### config.mk
export PLATFORM = sky130hd
export DESIGN_NAME = rotary_input_conditioner_flat
export DESIGN_NICKNAME = d
export VERILOG_FILES = /design/src/rtl/rotary_input_conditioner_pkg.sv /design/src/rtl/rotary_input_conditioner_if.sv /design/src/rtl/rotary_input_conditioner_channel.sv /design/src/rtl/rotary_input_conditioner.sv /design/src/flat_wrapper.sv
export SDC_FILE = /design/constraint.sdc
export NUM_CORES = 1
export LEC_CHECK = 0
export ABC_AREA = 1
export BUFFER_PORTS_ARGS = -buffer_cell sky130_fd_sc_hd__buf_2
export CORE_AREA = 2 2 57 59
export DETAILED_ROUTE_END_ITERATION = 8
export DIE_AREA = 0 0 59 61
export GPL_ROUTABILITY_DRIVEN = 1
export PLACE_DENSITY = 0.68
export SETUP_SLACK_MARGIN = 0.4
export SYNTH_ARGS = -nofsm -noshare
export SYNTH_HDL_FRONTEND = slang
export SYNTH_SLANG_ARGS = --single-unit
### constraint.sdc
create_clock -name clk -period 3.3 [get_ports clk]
set_input_delay 0.66 -clock clk [delete_from_list [all_inputs] [get_ports clk]]
set_output_delay 0.66 -clock clk [all_outputs]
set_load 0.005 [all_outputs]
### src/rtl/rotary_input_conditioner_pkg.sv
// Shared definitions for the rotary input conditioner: channel FSM encoding
// and default timing parameters reused by the downstream encoder stages.
package rotary_input_conditioner_pkg;

  typedef enum logic {
    ST_STABLE  = 1'b0,
    ST_PENDING = 1'b1
  } chanState_e;

  localparam int DEFAULT_SYNC_STAGES   = 2;
  localparam int DEFAULT_STABLE_CYCLES = 16;
  localparam int DEFAULT_GLITCH_W      = 8;

endpackage

### src/rtl/rotary_input_conditioner_if.sv
// Pin-side bundle of the conditioner: raw quadrature inputs in, clean levels,
// change strobes and glitch counter out.
interface rotary_input_conditioner_if
  import rotary_input_conditioner_pkg::*;
#(
  parameter int GLITCH_W = DEFAULT_GLITCH_W
);

  logic                rot_a_raw;
  logic                rot_b_raw;
  logic                rot_a;
  logic                rot_b;
  logic                rot_a_chg;
  logic                rot_b_chg;
  logic [GLITCH_W-1:0] glitch_count;

  modport master (
    output rot_a_raw, rot_b_raw,
    input  rot_a, rot_b, rot_a_chg, rot_b_chg, glitch_count
  );

  modport slave (
    input  rot_a_raw, rot_b_raw,
    output rot_a, rot_b, rot_a_chg, rot_b_chg, glitch_count
  );

endinterface

### src/rtl/rotary_input_conditioner_channel.sv
// One debounced quadrature channel: synchroniser chain, STABLE/PENDING FSM,
// confirmation counter and clean level, plus 1-cycle change and abort pulses.
module rotary_input_conditioner_channel
  import rotary_input_conditioner_pkg::*;
#(
  parameter int   SYNC_STAGES   = DEFAULT_SYNC_STAGES,
  parameter int   STABLE_CYCLES = DEFAULT_STABLE_CYCLES,
  parameter logic IDLE_LEVEL    = 1'b0
) (
  input  logic clk,
  input  logic rst,
  input  logic raw_i,
  output logic level_o,
  output logic chg_o,
  output logic abort_o
);

  localparam int CNT_W = $clog2(STABLE_CYCLES);
  localparam logic [CNT_W-1:0] CNT_LAST = CNT_W'(STABLE_CYCLES - 1);

  logic [SYNC_STAGES-1:0] sync_q;
  chanState_e             state_q;
  logic [CNT_W-1:0]       cnt_q;
  logic                   level_q;
  logic                   chg_q;
  logic                   syncOut;

  always_ff @(posedge clk) begin
    if (rst) begin
      sync_q <= {SYNC_STAGES{IDLE_LEVEL}};
    end else begin
      sync_q <= {sync_q[SYNC_STAGES-2:0], raw_i};
    end
  end

  assign syncOut = sync_q[SYNC_STAGES-1];

  // cnt counts consecutive samples that disagree with the committed level
  always_ff @(posedge clk) begin
    if (rst) begin
      state_q <= ST_STABLE;
      cnt_q   <= '0;
      level_q <= IDLE_LEVEL;
      chg_q   <= 1'b0;
    end else begin
      chg_q <= 1'b0;
      case (state_q)
        ST_STABLE: begin
          if (syncOut != level_q) begin
            state_q <= ST_PENDING;
            cnt_q   <= CNT_W'(1);
          end
        end
        ST_PENDING: begin
          if (syncOut == level_q) begin
            state_q <= ST_STABLE;
            cnt_q   <= '0;
          end else if (cnt_q == CNT_LAST) begin
            level_q <= syncOut;
            chg_q   <= 1'b1;
            state_q <= ST_STABLE;
            cnt_q   <= '0;
          end else begin
            cnt_q <= cnt_q + CNT_W'(1);
          end
        end
        default: begin
          state_q <= ST_STABLE;
          cnt_q   <= '0;
        end
      endcase
    end
  end

  // Abort is flagged in the cycle the FSM drops back, so the top-level counter
  // updates on the same edge; reset suppresses it.
  assign abort_o = !rst && (state_q == ST_PENDING) && (syncOut == level_q);
  assign level_o = level_q;
  assign chg_o   = chg_q;

endmodule

### src/rtl/rotary_input_conditioner.sv
// Rotary encoder input stage: two independent debounced channels and a
// saturating counter of rejected glitches across both.
module rotary_input_conditioner
  import rotary_input_conditioner_pkg::*;
#(
  parameter int   SYNC_STAGES   = DEFAULT_SYNC_STAGES,
  parameter int   STABLE_CYCLES = DEFAULT_STABLE_CYCLES,
  parameter logic IDLE_LEVEL    = 1'b0,
  parameter int   GLITCH_W      = DEFAULT_GLITCH_W
) (
  input logic                       clk,
  input logic                       rst,
  rotary_input_conditioner_if.slave bus
);

  localparam int SUM_W = GLITCH_W + 1;
  localparam logic [SUM_W-1:0] GLITCH_MAX = {1'b0, {GLITCH_W{1'b1}}};

  logic                levelA, levelB;
  logic                chgA, chgB;
  logic                abortA, abortB;
  logic [GLITCH_W-1:0] glitchCount_q;
  logic [GLITCH_W-1:0] glitchCount_d;
  logic [SUM_W-1:0]    glitchSum;

  rotary_input_conditioner_channel #(
    .SYNC_STAGES  (SYNC_STAGES),
    .STABLE_CYCLES(STABLE_CYCLES),
    .IDLE_LEVEL   (IDLE_LEVEL)
  ) chanA (
    .clk    (clk),
    .rst    (rst),
    .raw_i  (bus.rot_a_raw),
    .level_o(levelA),
    .chg_o  (chgA),
    .abort_o(abortA)
  );

  rotary_input_conditioner_channel #(
    .SYNC_STAGES  (SYNC_STAGES),
    .STABLE_CYCLES(STABLE_CYCLES),
    .IDLE_LEVEL   (IDLE_LEVEL)
  ) chanB (
    .clk    (clk),
    .rst    (rst),
    .raw_i  (bus.rot_b_raw),
    .level_o(levelB),
    .chg_o  (chgB),
    .abort_o(abortB)
  );

  // One extra bit of headroom lets a +2 step from max-1 clamp instead of wrapping
  always_comb begin
    glitchSum     = {1'b0, glitchCount_q} + SUM_W'(abortA) + SUM_W'(abortB);
    glitchCount_d = (glitchSum > GLITCH_MAX) ? {GLITCH_W{1'b1}} : glitchSum[GLITCH_W-1:0];
  end

  always_ff @(posedge clk) begin
    if (rst) begin
      glitchCount_q <= '0;
    end else begin
      glitchCount_q <= glitchCount_d;
    end
  end

  assign bus.rot_a        = levelA;
  assign bus.rot_b        = levelB;
  assign bus.rot_a_chg    = chgA;
  assign bus.rot_b_chg    = chgB;
  assign bus.glitch_count = glitchCount_q;

endmodule

### src/flat_wrapper.sv
// flat-port wrapper written by rule: the top's interface ports become plain ports
module rotary_input_conditioner_flat import rotary_input_conditioner_pkg::*;
#(
  parameter int   SYNC_STAGES   = DEFAULT_SYNC_STAGES,
  parameter int   STABLE_CYCLES = DEFAULT_STABLE_CYCLES,
  parameter logic IDLE_LEVEL    = 1'b0,
  parameter int   GLITCH_W      = DEFAULT_GLITCH_W
)
  (clk, rst, bus_rot_a_raw, bus_rot_b_raw, bus_rot_a, bus_rot_b, bus_rot_a_chg, bus_rot_b_chg, bus_glitch_count);
  rotary_input_conditioner_if #(.GLITCH_W(GLITCH_W)) bus_i ();
  input logic clk;
  input logic rst;
  input wire logic [$bits(bus_i.rot_a_raw)-1:0] bus_rot_a_raw;
  input wire logic [$bits(bus_i.rot_b_raw)-1:0] bus_rot_b_raw;
  output wire logic [$bits(bus_i.rot_a)-1:0] bus_rot_a;
  output wire logic [$bits(bus_i.rot_b)-1:0] bus_rot_b;
  output wire logic [$bits(bus_i.rot_a_chg)-1:0] bus_rot_a_chg;
  output wire logic [$bits(bus_i.rot_b_chg)-1:0] bus_rot_b_chg;
  output wire logic [$bits(bus_i.glitch_count)-1:0] bus_glitch_count;
  assign bus_i.rot_a_raw = bus_rot_a_raw;
  assign bus_i.rot_b_raw = bus_rot_b_raw;
  assign bus_rot_a = bus_i.rot_a;
  assign bus_rot_b = bus_i.rot_b;
  assign bus_rot_a_chg = bus_i.rot_a_chg;
  assign bus_rot_b_chg = bus_i.rot_b_chg;
  assign bus_glitch_count = bus_i.glitch_count;
  rotary_input_conditioner #(.SYNC_STAGES(SYNC_STAGES), .STABLE_CYCLES(STABLE_CYCLES), .IDLE_LEVEL(IDLE_LEVEL), .GLITCH_W(GLITCH_W)) u_core (.clk(clk), .rst(rst), .bus(bus_i));
endmodule
==> qor.txt, run 1 <==
nets@finish - 169
Horiz. Die Dim - 59 um
n_diodes - 0
via count - 959
most frequent cells in the layout - 27 x nand2_1, 26 x dfxtp_1, 18 x a21oi_1
arrival time at the worst endpoint - 2.49 ns
TritonCTS clock tree - done
post-synth top area cell - dfxtp_1
HP Class - flip-flop to flip-flop
number of global-route vias before repair - 851
clock buffer count from CTS - 3
Slew Limit Fails - 0
Comb power frac - 0.039
Worst R2R Setup Slack - 1.25 ns
commonest non-fill, non-tap cell in the layout - nand2_1
DP Cell Count - 189
hold path endpoint - u_core.chanA.sync_q[1]
area of the core - 2953 sq um
worst slack, placed - 0.7239 ns
share of the synthesized area in the top cell type - 0.4612
post-layout util - 0.4305
cell mode on critical path - inv_1
final-report setup violation count - 0
die height - 61 um
critical path startpoint category - input port
Synth Warn # - 0
final antenna-violating net count - 0
initial antenna violation count - 0
crit-path max cell delay - 0.44 ns
GRT Util Overall - 0.1309
drt via density - 4.969
WHS - 0.4144 ns
hold_buf cts - 0
Pint - 0.0003927 W
Post-Syn Area per Cell - 7.892 sq um
final worst-path setup slack - 1.069 ns
crit path capture type - flip-flop
sequential cell fraction of total power - 0.646
final non-filler cell total - 193
Syn-to-layout area delta - 12.64%
root buffer cell - clkbuf_4
Yosys cell types - 20
CTS Sinks - 26
global route overflow - 0
sequential fraction of the synthesis area - 0.4612
Fin. Hold Viols - 0
Starting Density - 0.3822
reg2reg end - u_core.bus.glitch_count[7]
top post-synthesis cells by area - dfxtp_1 46%, nand2_1 9.0%, a21oi_1 8.0%, nand3_1 6.7%, inv_1 5.7%
Switch Pwr - 0.0001073 W
Power Density - 393.3 nW/um^2
postcts setup bufs - 0
status - complete, no violations
wire per inst - 10.33 um
# port buffers - 15
Async SR Flop Fraction - 0
Post-Synthesis Cell Area - 1129 sq um
dpl hpwl - 1495 um
Worst-Skew Late Latency - 0.32 ns
TNS Setup - 0 ns
Initial DRT Pass Iterations - 4
Worst-path clk slew - 0.13 ns
measured slew at the worst slew-check pin - 0.3487 ns
Synth Register Bits - 26
crit-path max FO - 19
fin crit share - 0.6760
die area - 3599 sq um
max-cap violation count - 0
fill count - 318
share of layout cells above drive strength 1 - 0.1750
H-tree levels - 1
switching share of power - 0.2146
Critical R2R Launch - u_core.chanB.level_o
io pins - 16
clock skew - 0.006504 ns
Post-synth top flop - dfxtp_1
Worst Hold Launch - u_core.chanA.sync_q[0]
CTS resizes - 0
syn nets - 151
VDD IR max - 217.3 uV
Static Leak - 0.5127 nW
Std-Cell Rows - 20
r2r worst-path depth - 11
Post-synth EDFFs - 0
Clock Tree Buf Depth - 2
Critical-path top delay cell - fa_1
Residual DRC - 0
Critical Path RT - 3.56 ns
worst setup path category - input port to flip-flop
Gate Count Post-Synth - 143
Hold Path Depth - 2
min cycle time layout - 2.231 ns
Clk pwr share - 0.315
first-pass GRT wire length - 3581 um
Max-slew headroom - 0.7676
worst-path cell chain - buf_2, inv_1, nand3_1, fa_1, inv_1, ha_1, nand2_1, inv_1, nand3_4, a21oi_1
initial drt markers - 7
largest net degree at the start of global routing - 20
routed wire length - 1993 um
fmax - 448.3 MHz
RD Place Congestion - 0.7950
RSZ-0062 raised after global routing - no
-- layer usage --
metal	track usage	vias up	share of wire
met3	0.04691	4	0.056
met5	0	-	0
met4	0.04545	0	0.011
met1	0.1549	432	0.47
met2	0.2206	20	0.46
li1	-	503	-
-- state kept, by name, summed over array words and instances (netlist names), 2 cells and up --
register	cells
u_core.bus.glitch_count	8
u_core.chanA.cnt_q	4
u_core.chanB.cnt_q	4
u_core.chanA.sync_q	2
u_core.chanB.sync_q	2
-- power by group through the flow --
| stage | combinational (W) | clock, W | sequential, W |
|---|---|---|---|
| floorplan | 0.0000147 | 0 | 0.000329 |
| global placement | 0.0000188 | 0 | 0.000330 |
| detailed placement | 0.0000193 | 0 | 0.000330 |
| CTS | 0.0000196 | 0.000167 | 0.000323 |
| global route | 0.0000223 | 0.000182 | 0.000324 |
| finish | 0.0000194 | 0.000158 | 0.000323 |
-- synth_stat cells, types with 2 or more instances --
library cell / number
nor3_1: 2
nand2_1: 27
nand3_1: 15
nor2_2: 3
ha_1: 3
nor3b_1: 2
inv_1: 17
o21ai_0: 4
xnor2_1: 2
buf_2: 2
nand2_2: 4
nand4_1: 4
dfxtp_1: 26
nor2_1: 9
a21oi_1: 18
-- worst max path at each step --
stage	start	end	slack [ns]	cells past startpoint
3_5_place_dp	rst	u_core.bus.glitch_count[5]	0.72	12
2_1_floorplan	rst	u_core.bus.glitch_count[5]	1.04	12
6_report	rst	u_core.bus.glitch_count[7]	1.07	10
3_3_place_gp	rst	u_core.bus.glitch_count[5]	0.81	12
4_1_cts	rst	u_core.bus.glitch_count[5]	1.08	12
5_1_grt	rst	u_core.bus.glitch_count[5]	0.89	12
-- through the flow --
stage               instance area [sq um]   power, W
floorplan                            1129  0.0003433
global placement                     1235  0.0003483
detailed placement                   1235  0.0003491
CTS                                  1271  0.0005090
global route                         1271  0.0005277
finish                               1271  0.0004999
-- final cells by class --
type                       count  area [sq um]  share of cell area
multi-input combinational     98         534.3              0.4203
timing repair buffer          15         75.07             0.05906
sequential                    26         520.5              0.4094
tap                           33         41.29             0.03248
clock buffer                   4         36.28             0.02854
inverter                      17         63.81             0.05020
-- worst max-delay path: cells and delay by family --
kind,cells,cell delay [ns]
simple gates,3,0.34
fa+ha+maj,2,0.66
compound gates,1,0.17
buf+inv,4,0.65
-- cells by family (layout without fill, tap and decap cells) --
group                    count (synthesis)  in the layout  synth area share
AND/OR/NAND/NOR                         68             68            0.2949
AO/OA/AOI/OAI                           23             23            0.1042
adder cells (fa/ha/maj)                  4              4           0.05100
buffers and inverters                   19             36           0.06541
XOR/XNOR                                 3              3           0.02329
flip-flops                              26             26            0.4612
Power figures use the tool's default switching activity.
==> run 2: changes to the inputs <==
==> constraint.sdc (replaced) <==
create_clock -name clk -period 2.3 [get_ports clk]
set_input_delay 0.46 -clock clk [delete_from_list [all_inputs] [get_ports clk]]
set_output_delay 0.46 -clock clk [all_outputs]
set_load 0.005 [all_outputs]
==> run 2 against run 1 <==
Final cell count up 2.6%. Non-clock buffer count grew 5. Via count grew 4.3%. Clock skew decreased by 0.00061 ns. Clock power increased by 98%. Register-to-register slack got worse by 0.71 ns. Sequential cell count unchanged. Critical path type is now flip-flop to flip-flop. Largest power group unchanged.
==> qor.txt, run 2 (synthesis results as in run 1) <==
clock skew - 0.005895 ns (-0.0006084 ns)
GRT met1 Usage - 0.1483 (-0.006562)
RSZ-0062 raised after global routing - no
Static Leak - 0.5377 nW (+4.9%)
switching share of power - 0.2024 (-0.01223)
final-report setup violation count - 0 (unchanged)
Comb power frac - 0.043 (+0.004)
area of the core - 2953 sq um (unchanged)
WHS - 0.3212 ns (-0.09320 ns)
Clk pwr share - 0.385 (+0.070)
GRT Util Overall - 0.1389 (+0.008039)
commonest non-fill, non-tap cell in the layout - nand2_1
TritonCTS clock tree - done
number of global-route vias before repair - 948 (+11%)
VDD IR max - 307.7 uV (+42%)
crit-path max FO - 8 (-11)
HP Class - input port to flip-flop
Critical Path RT - 2.57 ns (-0.99 ns)
crit-path max cell delay - 0.38 ns (-0.06 ns)
GRT met3 Usage - 0.02132 (-0.02559)
drt via density - 5.051 (+1.6%)
Clock Tree Buf Depth - 2 (unchanged)
measured slew at the worst slew-check pin - 0.2154 ns (-0.1333 ns)
initial antenna violation count - 0 (unchanged)
M2 GR Usage - 0.2651 (+0.04444)
min cycle time layout - 1.757 ns
most frequent cells in the layout - 25 x nand2_1, 23 x dfxtp_1, 17 x a21oi_1
Switch Pwr - 0.0001642 W (+53%)
Max-slew headroom - 0.8562 (+0.08869)
first-pass GRT wire length - 3760 um (+5.0%)
# port buffers - 15 (unchanged)
Syn-to-layout area delta - 21.62%
Residual DRC - 0 (unchanged)
Critical-path top delay cell - fa_2
nets@finish - 174 (+3.0%)
routed wire length - 2353 um (+18%)
Horiz. Die Dim - 59 um (unchanged)
Initial DRT Pass Iterations - 4 (unchanged)
TNS Setup - 0 ns (unchanged)
Worst-path clk slew - 0.14 ns (about the same)
Pint - 0.0006471 W (+65%)
die height - 61 um (unchanged)
via count - 1,000 (+4.3%)
die area - 3599 sq um (unchanged)
Largest register FFs - 8 (unchanged)
clock buffer count from CTS - 3 (unchanged)
CTS Sinks - 26 (unchanged)
max-cap violation count - 0 (unchanged)
crit path capture type - flip-flop
dpl hpwl - 1700 um (+14%)
arrival time at the worst endpoint - 2.03 ns (-0.46 ns)
share of layout cells above drive strength 1 - 0.2848 (+0.1098)
Power Density - 591.1 nW/um^2 (+50%)
Slew Limit Fails - 0 (unchanged)
Fin. Hold Viols - 0 (unchanged)
initial drt markers - 14 (+7)
status - complete, no violations
H-tree levels - 1 (unchanged)
largest net degree at the start of global routing - 19 (-5.0%)
GRT Max-Usage Layer - met2
sequential cell fraction of total power - 0.572 (-0.074)
critical path startpoint category - flip-flop
final antenna-violating net count - 0 (unchanged)
fmax - 569.1 MHz
worst-path cell chain - inv_1, nand2_2, nand2_2, nand3_2, fa_2, inv_2, ha_4, nand2_1, inv_2, nand3_4, nand2_2, nor2_1, nor2_1
cell mode on critical path - nand2_2
io pins - 16 (unchanged)
Starting Density - 0.3822 (unchanged)
fin crit share - 0.7640
Std-Cell Rows - 20 (unchanged)
global route overflow - 0 (unchanged)
n_diodes - 0 (unchanged)
worst setup path category - flip-flop to flip-flop
Worst-Skew Late Latency - 0.32 ns (about the same)
RD Place Congestion - 0.7240 (-8.9%)
wire per inst - 11.88 um (+15%)
root buffer cell - clkbuf_4
==> run 2: power groups by stage <==
stage | clock (W) | combinational, W | sequential (W)
global route | 0.000342 | 0.0000395 | 0.000465
CTS | 0.000323 | 0.0000336 | 0.000464
finish | 0.000313 | 0.0000347 | 0.000464
floorplan | 0 | 0.0000219 | 0.000472
detailed placement | 0 | 0.0000304 | 0.000473
global placement | 0 | 0.0000292 | 0.000473
==> run 2: layout make-up <==
class	count	area, sq um
Tap cell	33	41.29
Timing Repair Buffer	20	112.6
Sequential cell	26	524.3
Clock inverter	1	30.03
Multi-Input combinational cell	98	578.1
Clock buffer	3	22.52
Fill cell	297	1580
Inverter	17	63.81
==> run 2: routing by layer <==
metal	vias to the layer above	share of wire
met5	-	0
met4	0	0.013
met3	4	0.042
met2	24	0.51
met1	461	0.43
li1	511	-
==> run 2: final timing paths <==
path | from | to | slack [ns] | cells after the start
max | u_core.chanB.level_o | u_core.bus.glitch_count[5] | 0.54 | 13
max reg2reg | u_core.chanB.level_o | u_core.bus.glitch_count[5] | 0.54 | 13
min | bus_rot_b_raw | u_core.chanB.sync_q[0] | 0.32 | 3
min reg2reg | u_core.chanA.sync_q[0] | u_core.chanA.sync_q[1] | 0.41 | 2
==> run 2: critical path: cells and delay by family (launching register included) <==
| kind | cells | cell delay (ns) |
|---|---|---|
| adders and majority gates | 2 | 0.52 |
| and+or+nand+nor | 8 | 0.60 |
| buffers and inverters | 3 | 0.24 |
| DFF | 1 | 0.35 |
==> run 2: repair_timing <==
item	CTS	global route
resized for setup	3	7
cloned	0	0
hold endpoints to repair	0	0
endpoints found under the setup margin	5	4
hold buffers	0	0
buffers inserted	2	2
pin swaps	3	5
==> run 2: metrics by stage <==
stage / area (sq um) / cells / setup WS, ns / power, W / utilization
floorplan: 1139 / 143 / 0.4095 / 0.0004934 / -
global placement: 1252 / 190 / 0.3542 / 0.0005021 / 0.4242
detailed placement: 1252 / 190 / 0.2896 / 0.0005037 / 0.4242
CTS: 1336 / 196 / 0.4344 / 0.0008200 / 0.4525
global route: 1373 / 198 / 0.4034 / 0.0008470 / 0.4648
finish: 1373 / 198 / 0.5429 / 0.0008113 / 0.4648
